## config.mk

```make
export PLATFORM = sky130hd
export DESIGN_NAME = dmem_bridge
export DESIGN_NICKNAME = d
export VERILOG_FILES = /design/src/rtl/dmem_bridge.sv
export SDC_FILE = /design/constraint.sdc
export NUM_CORES = 1
export LEC_CHECK = 0
export CAP_MARGIN = 5
export CORE_ASPECT_RATIO = 2
export CORE_UTILIZATION = 43
export DETAILED_ROUTE_END_ITERATION = 10
export HOLD_SLACK_MARGIN = 0.12
export PLACE_DENSITY = 0.86
export SKIP_LAST_GASP = 1
export SYNTH_ARGS = -nofsm -noshare
export SYNTH_HDL_FRONTEND = slang
export SYNTH_SLANG_ARGS = --single-unit
```

## constraint.sdc

```tcl
create_clock -name clk -period 3.5 [get_ports clk]
set_clock_uncertainty 0.15 [all_clocks]
set_input_delay 0.7 -clock clk [delete_from_list [all_inputs] [get_ports clk]]
set_output_delay 0.7 -clock clk [all_outputs]
set_load 0.02 [all_outputs]
```

## src/rtl/dmem_bridge.sv

```systemverilog
// -----------------------------------------------------------------------------
// dmem_bridge
//
// Purpose:
//   Adapts the single-cycle datapath's zero-latency load/store interface to a
//   req/ack handshake towards a variable-latency data memory. While an access
//   is outstanding the bridge raises stall so the datapath holds its PC and
//   suppresses register writeback. The instruction retires in the DONE cycle,
//   with rdata already valid. Misaligned word accesses are rejected without
//   touching the bus.
//
// Ports:
//   clk          in   system clock, rising edge
//   reset        in   asynchronous active-low reset (0 = in reset)
//   memread      in   load request from the control unit
//   memwrite     in   store request from the control unit (wins over memread)
//   addr         in   byte address from the ALU (sampled only in IDLE)
//   wdata        in   store data (sampled only in IDLE)
//   rdata        out  load data to the result mux; holds between loads and is
//                     cleared by a rejected misaligned access
//   stall        out  hold PC / suppress regwrite (combinational)
//   misalign_err out  one-cycle pulse after a rejected misaligned access
//   bus_req      out  registered memory request
//   bus_we       out  1 = write, 0 = read; valid while bus_req is high
//   bus_addr     out  registered word-aligned address
//   bus_wdata    out  registered write data
//   bus_ack      in   memory accepts/completes the current request
//   bus_rdata    in   read data, valid in the bus_ack cycle
//   timeout_err  out  one-cycle pulse when a request is aborted by the watchdog
//
// Build option:
//   DMEM_BRIDGE_TIMEOUT_EN - when defined, a watchdog aborts a request that is
//   not acknowledged within TIMEOUT REQ cycles. The aborted read returns
//   0xDEADBEEF. When undefined, REQ waits indefinitely for bus_ack and
//   timeout_err is constant 0.
// -----------------------------------------------------------------------------
module dmem_bridge #(
  parameter int AW      = 32,
  parameter int DW      = 32,
  parameter int TIMEOUT = 255
) (
  input  logic          clk,
  input  logic          reset,
  input  logic          memread,
  input  logic          memwrite,
  input  logic [AW-1:0] addr,
  input  logic [DW-1:0] wdata,
  output logic [DW-1:0] rdata,
  output logic          stall,
  output logic          misalign_err,
  output logic          bus_req,
  output logic          bus_we,
  output logic [AW-1:0] bus_addr,
  output logic [DW-1:0] bus_wdata,
  input  logic          bus_ack,
  input  logic [DW-1:0] bus_rdata,
  output logic          timeout_err
);

  typedef enum logic [1:0] {
    S_IDLE = 2'd0,
    S_REQ  = 2'd1,
    S_DONE = 2'd2
  } state_t;

  state_t        r_state;
  state_t        w_next;

  logic          r_bus_req;
  logic          r_bus_we;
  logic [AW-1:0] r_bus_addr;
  logic [DW-1:0] r_bus_wdata;
  logic [DW-1:0] r_rdata;
  logic          r_misalign_err;

  logic          w_access;
  logic          w_misaligned;
  logic          w_issue;
  logic          w_reject;
  logic          w_ack;
  logic          w_abort;

  assign w_access     = memread | memwrite;
  assign w_misaligned = w_access & (addr[1:0] != 2'b00);
  // Inputs only matter in IDLE; during REQ/DONE the datapath is frozen or
  // retiring, so nothing it presents may start or reject an access.
  assign w_issue      = (r_state == S_IDLE) & w_access & ~w_misaligned;
  assign w_reject     = (r_state == S_IDLE) & w_misaligned;
  // bus_ack outside REQ is ignored.
  assign w_ack        = (r_state == S_REQ) & bus_ack;

`ifdef DMEM_BRIDGE_TIMEOUT_EN
  localparam int TW = ($clog2(TIMEOUT + 1) > 8) ? $clog2(TIMEOUT + 1) : 8;

  logic [TW-1:0] r_tcnt;
  logic          r_timeout_err;

  // Counter holds the number of unacknowledged REQ cycles already elapsed, so
  // the abort fires in the REQ cycle that would bring it to TIMEOUT. An ack in
  // that same cycle takes precedence.
  assign w_abort = (r_state == S_REQ) & ~bus_ack & (r_tcnt == TW'(TIMEOUT - 1));

  always_ff @(posedge clk or negedge reset) begin
    if (!reset) begin
      r_tcnt        <= '0;
      r_timeout_err <= 1'b0;
    end else begin
      r_timeout_err <= w_abort;
      if (w_issue) begin
        r_tcnt <= '0;
      end else if ((r_state == S_REQ) && !bus_ack) begin
        r_tcnt <= r_tcnt + 1'b1;
      end
    end
  end

  assign timeout_err = r_timeout_err;
`else
  assign w_abort     = 1'b0;
  // Constant 0 for any legal (non-negative) TIMEOUT; no watchdog is built.
  assign timeout_err = (TIMEOUT < 0);
`endif

  // State register
  always_ff @(posedge clk or negedge reset) begin
    if (!reset) begin
      r_state <= S_IDLE;
    end else begin
      r_state <= w_next;
    end
  end

  // Next-state logic
  always_comb begin
    w_next = r_state;
    case (r_state)
      S_IDLE:  if (w_issue)           w_next = S_REQ;
      S_REQ:   if (w_ack || w_abort)  w_next = S_DONE;
      S_DONE:                         w_next = S_IDLE;
      default:                        w_next = S_IDLE;
    endcase
  end

  // Bus request and result registers
  always_ff @(posedge clk or negedge reset) begin
    if (!reset) begin
      r_bus_req      <= 1'b0;
      r_bus_we       <= 1'b0;
      r_bus_addr     <= '0;
      r_bus_wdata    <= '0;
      r_rdata        <= '0;
      r_misalign_err <= 1'b0;
    end else begin
      r_misalign_err <= w_reject;

      // Bus fields are loaded only at issue, so they stay stable for the whole
      // REQ phase regardless of what the datapath drives meanwhile.
      if (w_issue) begin
        r_bus_req   <= 1'b1;
        r_bus_we    <= memwrite;
        r_bus_addr  <= {addr[AW-1:2], 2'b00};
        r_bus_wdata <= wdata;
      end else if (w_ack || w_abort) begin
        r_bus_req   <= 1'b0;
      end

      if (w_ack && !r_bus_we) begin
        r_rdata <= bus_rdata;
      end else if (w_abort && !r_bus_we) begin
        r_rdata <= DW'(32'hDEADBEEF);
      end else if (w_reject) begin
        // A rejected access returns 0 rather than a stale load value.
        r_rdata <= '0;
      end
    end
  end

  // Stall covers the issuing IDLE cycle and all of REQ; DONE is the retire
  // cycle. Gated by reset so the datapath is never held while in reset.
  assign stall = reset & (w_issue | (r_state == S_REQ));

  assign bus_req      = r_bus_req;
  assign bus_we       = r_bus_we;
  assign bus_addr     = r_bus_addr;
  assign bus_wdata    = r_bus_wdata;
  assign rdata        = r_rdata;
  assign misalign_err = r_misalign_err;

endmodule

```

# Word level (Yosys, flattened, before mapping)
# Index checks and enable logic that the tools add are counted.
# word_totals
reg_bits	99
latchBits	0
mem_bits_rw	0
romBits	0
in_bits	101
output_inout_bits	101
mem_count	0
# op_classes
addsub	0
n_mul	0
div	0
magnitude_cmp	0
eq_ne	3
n_shift	0
n_mux	7
bitwise	9
n_reduce_logical	7
# op_table
cell	count
$mux W32	2
$and A1 B1 Y1	6
$reduce_bool A2 Y1	3
$mux W2	2
$ne A2 B2 Y1 const B	2
$pmux W2 S2	1
$eq A2 B1 Y1 const B	1
$logic_not A2 Y1	1
$mux W1	2
$or A1 B1 Y1	2
$reduce_and A2 Y1	1
$logic_and A1 B1 Y1	1
$logic_not A1 Y1	1
$not A1 Y1	1

# Logic depth before layout (Yosys ltp)
# logic_depth
depth_word	6
mapped_depth	5
depth_no_buf	3

# Worst setup path after synthesis
# Ideal clock, no wire load.
# synth_timing
path_kind	input-to-output
start	input addr[1]
end	output stall
arrival_ps	1693
required_time_ps	2650
slack_ps	957
stages	5
n_path_buf	2
path_cell_list	nor4_2 and2b_1 buf_6 buf_8 o21a_1
# synth_via
elab_chain_cells	6
# synth_rtl
item	line_no	rtl
from (decl)	46	input logic [AW-1:0] addr,
$reduce_bool A2 Y1	84	assign w_misaligned = w_access & (addr[1:0] != 2'b00);
$and A1 B1 Y1	84	
$not A1 Y1	87	assign w_issue = (r_state == S_IDLE) & w_access & ~w_misaligned;
$and A1 B1 Y1	87	
$or A1 B1 Y1	180	assign stall = reset & (w_issue | (r_state == S_REQ));
$and A1 B1 Y1	180	
to (decl)	49	output logic stall,
# Every way passes these cells.

# Worst setup path in the final report
# Ends and elaborated chain as after synthesis.

==> run summary <==
Worst-case setup slack after placement: 0.2273 ns. The run finished with clean final reports. The reported leakage power was 2.564 nW. The maximum clock path buffer count is 2, and the met3 track demand over resource is 5.337%. STA classifies the critical path startpoint as an input port. The number of antenna violations at the first check in global routing is 0, and the ratio of final minimum period to clock period is 93.64%. The total of endpoints with negative setup slack in the final report was 0; the final-report max-slew violation count was 0.

At the pin with the least slew margin, the transition time is 0.8138 ns. The number of clock sinks is 99. Via count: 2866. TritonCTS built the clock tree.

The sequential-to-total area share from yosys stat is 64.10%, and the hold buffer count at CTS is 0. The Yosys step of the flow raised 0 warnings. Measured along the x axis, the die boundary spans 69.04 um. The total of fill cells in the finished design was 610; the wire length after detailed routing was 9879 um. The layout-stage area growth over the synthesis result works out to 59.86%. The number of distinct library cells after synthesis was 21; the flip-flop and latch count after synthesis was 99.

The number of global-route vias before repair was 3161. After detailed routing, the number of remaining DRC violations is 0. The finished layout holds 563 standard cells, fillers aside.

Based on the critical path, the design can be clocked at up to 305.1 MHz. Once detailed placement completed, the half-perimeter wirelength came to 7504 um. The average detailed-routed wire length per instance works out to 17.55 um. Counting flops with a built-in enable in the synthesized netlist gives 0. IR analysis of the VDD net gives a maximum drop of 348.6 uV.

The detail route stage leaves a number of antenna-violating nets equal to 0. Max-cap violations in this run came to 0. The tools report the total cell area at the placement stage as 5861 um^2. After layout, the minimum clock period comes to 3.277 ns.

The routed via count divided by cell count was 5.091. Row generation in the floorplan step produced 48 rows. The congestion estimate from routability-driven global placement came to 0.7677. For this configuration, the core starts out at a cell density of 44.69%.

After routing, the total negative slack on setup checks comes to 0 ns. The core region is 8648 um^2. Final hold analysis gives a worst-case slack of 0.3342 ns. The average footprint of a synthesized cell works out to 14.75 um^2.

202 I/O pins were placed. The post-synthesis cell area is 3865 um^2, and the total grt overflow is 0. The clock transition time at the flip-flop clock pins of the worst setup and hold paths was 0.06 ns; the number of buffers inserted during clock tree synthesis was 9.

The first global-routing pass estimated 15590 um of wire. In the global route stage, met1 resource usage came out at 20.70%. The tools report the largest net degree at the start of global routing as 65. Setup slack closes at 0.2225 ns. By area the synthesized netlist is led by sky130_fd_sc_hd__dfrtp_1 (64%), sky130_fd_sc_hd__mux2_1 (14%), sky130_fd_sc_hd__o2bb2ai_1 (7.3%).

The worst hold path cell count came out at 1. The post-cts sizing count is 0. Buffers added to address setup during post-CTS repair amount to 0. In the post-synthesis netlist, the cell with the most instances is sky130_fd_sc_hd__dfrtp_1. The die covers 9395 um^2. The fraction of layout cells with a size suffix above 1 was 8.639%. Data on the critical path is required at its endpoint by 2.65 ns. The number of cells on the worst reg-to-reg path is 4.

For the final core utilization, the log shows 71.44%. The share of synthesized area in the top cell type comes to 64.10%. The first detailed-routing pass took 4 iterations. The cell area power density is 621.4 nW/um^2. In the global route stage, overall resource usage came out at 21.53%. The async set or reset register ratio after synthesis came out at 100.0%. The later pin in the worst-skew pair is clocked with a latency of 0.33 ns. Setup repair after global routing left no endpoint under its margin.

Path type of the worst setup path: in -> out. Once layout is done, the placed cells without fillers occupy 6178 um^2. For met2 alone, demand over resource in global routing was 39.97%. STA classifies the critical path endpoint as an output port.

The number of antenna diodes in the final layout is 0. For this run, the post-layout net count is 560. The worst hold path belongs to the class reg -> reg. Number of port buffers: 198.

After layout, the design draws a total of 3.839 mW. The relative slew slack is 45.75%. Height of the die: 136.1 um. Placed instance count: 548. In this run, the number of DRC markers left after iteration 0 of detailed routing was 92. After global routing, the most crowded layer is met2. Total count of hold-check failures in the final report: 0. STA puts the critical path data arrival time at 2.43 ns. Worst-path maximum fanout: 3. In this run the clock root is driven by a sky130_fd_sc_hd__clkbuf_16. Ranked by instance count, the synthesized netlist is headed by sky130_fd_sc_hd__dfrtp_1 (99), sky130_fd_sc_hd__mux2_1 (47), sky130_fd_sc_hd__nand2_1 (33).

Counting every instance in the synthesized netlist gives 262. The synthesized design spends more area on one cell type than any other, namely sky130_fd_sc_hd__dfrtp_1. CTS built an H-tree with a depth of 3.

Primary flip-flop cell chosen by synthesis mapping: sky130_fd_sc_hd__dfrtp_1.
[worst max-delay path: stages]
cell                              delay [ns]
sky130_fd_sc_hd__clkdlybuf4s50_1        0.44
sky130_fd_sc_hd__nor4_2                 0.35
sky130_fd_sc_hd__and2b_2                0.22
sky130_fd_sc_hd__o21a_1                 0.12
sky130_fd_sc_hd__clkdlybuf4s50_1        0.60
[where the power goes]
group | internal, mW | switching (mW)
Combinational | 0.672 | 0.607
Clock | 0.642 | 0.398
Sequential | 1.39 | 0.126
Total | 2.71 | 1.13
[cells in the final DEF (no fill, tap or decap), types with 3 or more instances in the layout]
cell,netlist,routed
sky130_fd_sc_hd__mux2_2,15,15
sky130_fd_sc_hd__buf_4,4,7
sky130_fd_sc_hd__clkbuf_16,0,9
sky130_fd_sc_hd__mux2_1,47,47
sky130_fd_sc_hd__o2bb2ai_1,32,32
sky130_fd_sc_hd__clkdlybuf4s50_1,0,197
sky130_fd_sc_hd__nand2_1,33,33
sky130_fd_sc_hd__dfrtp_1,99,99
sky130_fd_sc_hd__conb_1,1,3
[per-layer routing]
layer	wire length, um	share of wire, %
met2	5643	57
met5	0	0
met3	527	5.3
met4	514	5.2
met1	3193	32
[worst paths after layout]
kind                                               start                        end  slack [ns]
worst max-delay path                             addr[1]                      stall        0.22
worst min-delay path            bus_addr[23]$_DFFE_PN0P_   bus_addr[23]$_DFFE_PN0P_        0.33
worst max register to register    r_state[1]$_DFFE_PN0P_  bus_wdata[20]$_DFFE_PN0P_        1.04
worst min register to register  bus_addr[23]$_DFFE_PN0P_   bus_addr[23]$_DFFE_PN0P_        0.33
max in group asynchronous                          reset    bus_addr[3]$_DFFE_PN0P_        1.81
min in group asynchronous                          reset      rdata[16]$_DFFE_PN0P_        0.35
[sequential cells by signal, indices dropped and copies added (netlist names)]
name,cells
bus_wdata,32
bus_we,1
r_state,2
rdata,32
bus_addr,30
bus_req,1
misalign_err,1
[layout make-up]
type | instances | area (um^2) | share of cell area, %
Clock inverter | 4 | 75.07 | 1.215
Sequential cell | 99 | 2477 | 40.10
Multi-Input combinational cell | 143 | 1226 | 19.85
Tap cell | 100 | 125.1 | 2.025
Timing Repair Buffer | 204 | 2024 | 32.77
Inverter | 2 | 7.507 | 0.1215
Clock buffer | 11 | 242.7 | 3.929
[cells by family (layout without fill, tap and decap cells)]
group | Yosys count | after routing | share of synthesized area (%)
mux | 62 | 62 | 18.06
compound gates | 36 | 36 | 8.061
buf+inv | 22 | 221 | 4.694
flops | 99 | 99 | 64.10
other cells | 1 | 3 | 0.09703
simple gates | 42 | 42 | 4.986
No activity file was read; power rests on OpenSTA's default activity.
